**config.mk**
```make
export PLATFORM = sky130hd
export DESIGN_NAME = hls_run_sequencer
export DESIGN_NICKNAME = d
export VERILOG_FILES = /design/src/rtl/hls_run_sequencer.sv
export SDC_FILE = /design/constraint.sdc
export NUM_CORES = 1
export LEC_CHECK = 0
export ABC_AREA = 1
export BUFFER_PORTS_ARGS = -buffer_cell sky130_fd_sc_hd__buf_2
export CORE_ASPECT_RATIO = 1.5
export CORE_MARGIN = 10
export CORE_UTILIZATION = 33
export DETAILED_ROUTE_END_ITERATION = 8
export PLACE_DENSITY = 0.64
export REMOVE_ABC_BUFFERS = 1
export SETUP_SLACK_MARGIN = 0.3
export SYNTH_ARGS = -nofsm -noshare
export SYNTH_HDL_FRONTEND = slang
export SYNTH_SLANG_ARGS = --single-unit
export TNS_END_PERCENT = 20
```
**constraint.sdc**
```tcl
create_clock -name clock -period 11.55 [get_ports clock]
set_clock_uncertainty 0.1 [all_clocks]
set_input_delay 1.155 -clock clock [delete_from_list [all_inputs] [get_ports clock]]
set_output_delay 1.155 -clock clock [all_outputs]
set_load 0.05 [all_outputs]
```
**src/rtl/hls_run_sequencer.sv**
```systemverilog
// rtl/hls_run_sequencer.sv - run sequencer for one Bambu accelerator: preload, start/done with watchdog, readback
module hls_run_sequencer #(
    parameter int CH_ADDR_W   = 7,
    parameter int CH_DATA_W   = 8,
    parameter int CH_SIZE_W   = 4,
    parameter int TIMEOUT_CYC = 200000000
) (
    input  logic                     clock,
    input  logic                     reset,
    input  logic                     cfg_valid,
    output logic                     cfg_ready,
    input  logic [CH_ADDR_W-1:0]     cfg_base,
    input  logic [15:0]              cfg_load_len,
    input  logic [15:0]              cfg_read_len,
    input  logic [CH_DATA_W-1:0]     load_data,
    input  logic                     load_valid,
    output logic                     load_ready,
    output logic [CH_DATA_W-1:0]     rd_data,
    output logic                     rd_valid,
    input  logic                     rd_ready,
    output logic                     start_port,
    input  logic                     done_port,
    output logic [1:0]               S_oe_ram,
    output logic [1:0]               S_we_ram,
    output logic [2*CH_ADDR_W-1:0]   S_addr_ram,
    output logic [2*CH_DATA_W-1:0]   S_Wdata_ram,
    output logic [2*CH_SIZE_W-1:0]   S_data_ram_size,
    input  logic [2*CH_DATA_W-1:0]   Sout_Rdata_ram,
    input  logic [1:0]               Sout_DataRdy,
    output logic                     busy,
    output logic                     run_done,
    output logic                     timeout_flag,
    output logic [31:0]              cycle_count
);

    typedef enum logic [3:0] {
        IDLE, LOAD, LOAD_WAIT, START, RUN, READ_REQ, READ_WAIT, READ_OUT, DONE
    } state_t;

    state_t                 state, next_state;
    logic [CH_ADDR_W-1:0]   base_q;
    logic [15:0]            load_len_q;
    logic [15:0]            read_len_q;
    logic [15:0]            idx;
    logic [15:0]            idx_inc;
    logic [31:0]            wdog;
    logic                   wdog_expired;
    logic                   we0;
    logic                   oe0;
    logic [CH_ADDR_W-1:0]   ch0_addr;
    logic                   unused_inputs;

    // Channel 1 is never used, so its return lanes are deliberately ignored.
    assign unused_inputs = ^{Sout_Rdata_ram[2*CH_DATA_W-1:CH_DATA_W], Sout_DataRdy[1]};

    assign idx_inc      = idx + 16'd1;
    assign ch0_addr     = base_q + idx[CH_ADDR_W-1:0];
    assign wdog_expired = (wdog == 32'(TIMEOUT_CYC - 1));

    always_comb begin
        next_state = state;
        we0        = 1'b0;
        oe0        = 1'b0;
        case (state)
            IDLE:      if (cfg_valid) next_state = (cfg_load_len != 16'd0) ? LOAD : START;
            LOAD:      if (load_valid) begin
                           we0        = 1'b1;
                           next_state = LOAD_WAIT;
                       end
            LOAD_WAIT: if (Sout_DataRdy[0]) next_state = (idx_inc == load_len_q) ? START : LOAD;
            START:     next_state = RUN;
            RUN:       if (done_port) next_state = (read_len_q != 16'd0) ? READ_REQ : DONE;
                       else if (wdog_expired) next_state = IDLE;
            READ_REQ:  begin
                           oe0        = 1'b1;
                           next_state = READ_WAIT;
                       end
            READ_WAIT: if (Sout_DataRdy[0]) next_state = READ_OUT;
            READ_OUT:  if (rd_ready) next_state = (idx_inc == read_len_q) ? DONE : READ_REQ;
            DONE:      next_state = IDLE;
            default:   next_state = IDLE;
        endcase
    end

    assign cfg_ready  = (state == IDLE);
    assign busy       = (state != IDLE);
    assign load_ready = (state == LOAD);
    assign start_port = (state == START);
    assign rd_valid   = (state == READ_OUT);
    assign run_done   = (state == DONE);

    // Address, data and size lanes are only driven while an access is in flight.
    assign S_we_ram        = {1'b0, we0};
    assign S_oe_ram        = {1'b0, oe0};
    assign S_addr_ram      = {{CH_ADDR_W{1'b0}}, (we0 | oe0) ? ch0_addr : {CH_ADDR_W{1'b0}}};
    assign S_Wdata_ram     = {{CH_DATA_W{1'b0}}, we0 ? load_data : {CH_DATA_W{1'b0}}};
    assign S_data_ram_size = {{CH_SIZE_W{1'b0}}, (we0 | oe0) ? CH_SIZE_W'(CH_DATA_W) : {CH_SIZE_W{1'b0}}};

    always_ff @(posedge clock or posedge reset) begin
        if (reset) begin
            state        <= IDLE;
            base_q       <= '0;
            load_len_q   <= '0;
            read_len_q   <= '0;
            idx          <= '0;
            wdog         <= '0;
            cycle_count  <= '0;
            timeout_flag <= 1'b0;
            rd_data      <= '0;
        end else begin
            state <= next_state;
            case (state)
                IDLE: if (cfg_valid) begin
                    base_q       <= cfg_base;
                    load_len_q   <= cfg_load_len;
                    read_len_q   <= cfg_read_len;
                    idx          <= '0;
                    timeout_flag <= 1'b0;
                end
                LOAD_WAIT: if (Sout_DataRdy[0]) idx <= idx_inc;
                START:     wdog <= '0;
                RUN: begin
                    if (done_port) begin
                        cycle_count <= wdog + 32'd1;
                        idx         <= '0;
                    end else begin
                        wdog <= wdog + 32'd1;
                        if (wdog_expired) timeout_flag <= 1'b1;
                    end
                end
                READ_WAIT: if (Sout_DataRdy[0]) rd_data <= Sout_Rdata_ram[CH_DATA_W-1:0];
                READ_OUT:  if (rd_ready) idx <= idx_inc;
                default: ;
            endcase
        end
    end

endmodule

```
## Yosys cells after proc, flatten, opt, wreduce, memory -nomap -nowiden

Cells that the tools add are included.

- Flip-flop bits (word level): 132
- Bits in latches: 0
- Memory bits (writable): 0
- ROM bits: 0
- Input port bits: 71
- Output and inout bits: 89
- Memories kept: 0

- $add $sub $neg: 3
- Multiply operators: 0
- Divide/modulo/power cells: 0
- Order comparisons: 0
- Eq/ne operators: 20
- Shift operators: 0
- Muxes and demuxes: 29
- Bitwise logic cells: 1
- Reduce and logical (&&, ||, !) cells: 14

Operators by type and width:

| cell | count |
|---|---|
| 16-bit two-way mux | 4 |
| 16-bit one-hot mux with 4 select lines | 1 |
| 32-bit one-hot mux with 2 select lines | 1 |
| 4-bit two-way mux | 10 |
| 32-bit by 1-bit adder with 32-bit output (second input constant) | 1 |
| 16-bit == test | 2 |
| 32-bit by 28-bit == test with 1-bit output (second input constant) | 1 |
| 32-bit two-way mux | 1 |
| 4-bit one-hot mux with 8 select lines | 1 |
| 16-bit nonzero test | 2 |
| 16-bit by 1-bit adder with 16-bit output (second input constant) | 1 |
| 4-bit by 3-bit == test with 1-bit output (second input constant) | 4 |
| 2-bit inequality test (second input constant) | 7 |
| 4-bit by 2-bit == test with 1-bit output (second input constant) | 2 |
| 8-bit two-way mux | 1 |
| 2-bit AND reduction | 4 |
| 4-bit nonzero test | 2 |
| 7-bit adder | 1 |
| 7-bit two-way mux | 1 |
| 1-bit two-way mux | 6 |
| 6-bit AND reduction | 1 |
| 5-bit AND reduction | 1 |
| 4-bit by 1-bit == test with 1-bit output (second input constant) | 1 |
| 4-bit == test (second input constant) | 1 |
| other kinds (8) | 10 |

## Longest topological paths before layout

- Depth after elaboration: 5
- Depth in mapped cells: 16
- Depth with buffers taken out: 16

## Least setup slack after synthesis

No wires, ideal clock.

- Kind: flip-flop to output port
- Start: register state[3]
- End: output S_addr_ram[2]
- Arrival time: 3.182 ns
- Required time: 10.295 ns
- Path slack: 7.113 ns
- Stages on the path, launching flop included: 10
- Buffers on the path: 0
- Cell sequence: dfrtp_1 -> nor2_1 -> inv_1 -> nor2_1 -> nand2_1 -> inv_1 -> nor2_1 -> inv_1 -> o21ai_0 -> a21oi_1

- Word-level cells in the longest chain between the ends: 4
- Elaborated cells on any way between the ends: 6
- Classes of those cells: eq/ne: 2; mux: 3; bitwise: 1

RTL lines:

| element | RTL line | text |
|---|---|---|
| from (decl) | 40 | `state_t state, next_state;` |
| from (signal assigned) | 111 | `state <= next_state;` |
| 4-bit by 1-bit == test with 1-bit output | - |  |
| net load_ready | 17 | `output logic load_ready,` |
| 1-bit two-way mux | 64 | `case (state)` |
| net we0 | 48 | `logic we0;` |
| 1-bit OR | 95 | `assign S_addr_ram = {{CH_ADDR_W{1'b0}}, (we0 \| oe0) ? ch0_addr : {CH_ADDR_W{1'b0}}};` |
| 7-bit two-way mux | 95 |  |
| to (decl) | 25 | `output logic [2*CH_ADDR_W-1:0] S_addr_ram,` |

The timed path passes the listed nets, and every way through them passes these cells.

## Worst setup path in the final report

- Start: input load_valid
- End: output S_addr_ram[3]

- Word-level cells in the longest chain between the ends: 4

RTL lines:

| element | RTL line | text |
|---|---|---|
| from (decl) | 16 | `input logic load_valid,` |
| 1-bit two-way mux | 66 | `LOAD: if (load_valid) begin` |
| 1-bit two-way mux | 64 |  |
| 1-bit OR | 95 |  |
| 7-bit two-way mux | 95 |  |

No other way between the ends.

==> results.yml <==
sta:
  fin_crit_sh: 0.338
  max_slew_margin: 0.342
  finalSetupTns_ps: 0
  setup_viol: 0
  worst_pin_slew_ps: 986
  rsz0062_at_grt: "no"
  slew_violations: 0
  layout_setup_ws_ps: 7640
  clock.fmax_mhz: 256
  hold_slack_ps: 378
  finalHoldViolCount: 0
  fin_crit_ps: 3910
power_and_ir_drop:
  irDropWorstVdd_mv: 0.144
  p_seq_frac: 0.343
  power_frac_comb: 0.393
  power.density_nw_per_um2: 234
  p_sw_uw: 930
  leakage_nw: 4.49
  p_int_mw: 1.16
  clkPwrFrac: 0.264
  p_total_mw: 2.09
  p_sw_frac: 0.445
critical_path:
  required_ps: 10300
  critPathBufInv: 4
  slowest_delay_ps: 400
  start_kind: "primary input"
  crit_chain: "buf_2 -> nand2_1 -> inv_1 -> nor2_1 -> inv_1 -> o21ai_0 -> a21oi_1 -> buf_2"
  rr_endpoint: "wdog[23]"
  path_delay_family: "simple AND/OR/NAND/NOR gates"
  critical_path_arrival_ps: 2650
  crit_path_end_kind: "output pin"
  ff2ff_setup_slack_ps: 7680
  r2r_start: "state[3]"
  reg2reg_depth: 9
  critical_path_class: "in2out"
  slowest_stage: "nor2_1"
  worstPathMaxFanout: 9
synthesis:
  syn_avg_cell_area_um2: 7.62
  ys.flop_type: "dfrtp_1"
  netlist_instances: 989
  syn-cell-area_um2: 7540
  yosys_warnings: 0
  synth-edff-count: 0
  yosys_register_bits: 132
  async_flop_share: 1.00
  yosysSeqAreaShare: 0.438
  ys_types: 41
cts:
  cts_resized: 0
  cts-root-buf: "clkbuf_16"
  cts_max_level: 4
  cts.sinks: 132
  cts_tree: "built"
  clock_latency_ps: 430
  postCtsSetupRepairBufs: 0
  clkSlewWorstSetupHoldPaths_ps: 60
  clockBufferDepth: 2
  hold_buffers: 0
  cts_inserted_buffers: 17
finish:
  finalNonFillerCells: 1399
  drive_gt1_frac: 0.186
  n_fill_cell: 2353
  fin_area_um2: 8910
  syn_to_final_growth_pct: 18.3
  final_util: 0.397
  fin_nets: 1190
  diodes: 0
route:
  vias: 6770
  drtIter0Drc: 537
  postRouteAntennaNets: 0
  wl_per_cell_um: 15.8
  drc_errors: 0
  via_per_inst: 4.84
  wirelength_um: 22200
  drt_pre_antenna_iters: 5
global_routing:
  grt-ovfl-total: 0
  grt_max_degree: 79
  grt_pass1_wl_um: 35000
  grt_usage: 0.152
  antenna_found_initial: 1
  grt_pass1_vias: 6803
place:
  dpl.hpwl_um: 17000
  dp_cells: 1367
  place_congestion: 0.943
  dpl_worst_slack_ps: 7180
  placed_area_um2: 8320
  portBuffers: 126
die:
  die_h_um: 205
  io_pins: 160
  placementRows: 67
  core_um2: 22500
  fp.dieW_um: 143
  start_util: 0.336
  die-area_um2: 29400
outcome:
  status: "complete, no violations"
min_path:
  whs_path_depth: 2
  whs_endpoint: "cycle_count[8]"
  hold_path.startpoint: "cycle_count[8]"
  min_path_type: "reg2reg"
job:
  cap_violations: 0
## state kept, by name (all words and copies together) (netlist names)
register	count
wdog	32
base_q	7
rd_data	8
load_len_q	16
state	4
cycle_count	32
read_len_q	16
idx	16
timeout_flag	1
## worst min-delay path, delay by kind of cell (launching register included)
family	cells	cell delay, ps
flip-flops	1	340
AO/OA/AOI/OAI	1	60
AND/OR/NAND/NOR	1	50
## cells by family (layout without fill, tap and decap cells)
logic type	after synthesis	in the layout	share of synthesized area
DFF	132	132	0.438
AOI/OAI and AO/OA	126	126	0.0948
adders and majority gates	9	9	0.0159
other	1	24	0.000497
and+or+nand+nor	506	506	0.298
buffers and inverters	174	285	0.102
muxes	8	8	0.0120
xor gates and xnor gates	33	33	0.0383
## worst max-delay path by stage
stage                     slack [ps]       endpoint  startpoint  cells past startpoint
after floorplan                 6700  S_addr_ram[2]    state[3]                      9
after global placement          7150       wdog[23]   done_port                      6
after detailed placement        7180       wdog[31]   done_port                      6
after CTS                       7610  S_addr_ram[2]  load_valid                      8
after global routing            7280       wdog[23]    state[2]                     10
final                           7640  S_addr_ram[3]  load_valid                      8
## cell usage in the layout, fill, tap and decap left out, drive strengths merged, types with 3 or more instances in the layout
master and count:
a21oi 8, nand3 69, xnor2 5, o22ai 28
nor4 10, nand2 290, dfrtp 132, buf 129
inv 127, o21ai 81, or2 6, a32o 3
conb 24, clkbuf 21, mux2 8, clkinv 3
nand4 25, clkinvlp 3, ha 8, nor2 89
xor2 28, nor3 14
## layout make-up
cell class / count / area, µm² / share of cell area
multi-input combinational: 706 / 3550 / 0.398
sequential: 132 / 3300 / 0.371
timing repair buffer: 129 / 653 / 0.0733
clock buffer: 21 / 470 / 0.0528
inverter: 124 / 468 / 0.0525
tap: 276 / 345 / 0.0387
clock inverter: 11 / 124 / 0.0139
## power by group through the flow
| stage | logic, mW | clock network (mW) | registers (mW) |
|---|---|---|---|
| after floorplan | 0.497 | 0 | 0.815 |
| after global placement | 0.818 | 0 | 0.717 |
| after detailed placement | 0.829 | 0 | 0.719 |
| after CTS | 0.831 | 0.563 | 0.715 |
| after global routing | 0.912 | 0.583 | 0.735 |
| final | 0.822 | 0.551 | 0.716 |
## cells in the mapped netlist, types with 3 or more instances
master    number  area share
buf_4         26       0.026
nor2_2         4      0.0033
ha_1           8       0.013
nand2_2        6      0.0050
nand3_1       66       0.044
xor2_1        28       0.033
nor4_1        10      0.0083
o21ai_0       77       0.051
or2_2          6      0.0050
a32o_1         3      0.0040
inv_1        118       0.059
nor2_4         9       0.013
nand4_1       23       0.019
nand3_2        3      0.0040
dfrtp_1      132        0.44
xnor2_1        5      0.0058
nor2_1        76       0.038
buf_2         10      0.0066
inv_2          6      0.0030
clkbuf_1      13      0.0065
mux2_2         8       0.012
o22ai_1       28       0.023
nor3_1        13      0.0086
a21oi_1        7      0.0046
nand2_1      284        0.14
## metal layers
layer  share of wire  global-route usage
met1            0.38               0.158
met5         0.00077                   0
met4           0.029              0.0607
met3           0.054              0.0433
met2            0.54               0.278
(Power assumes the default switching activity.)
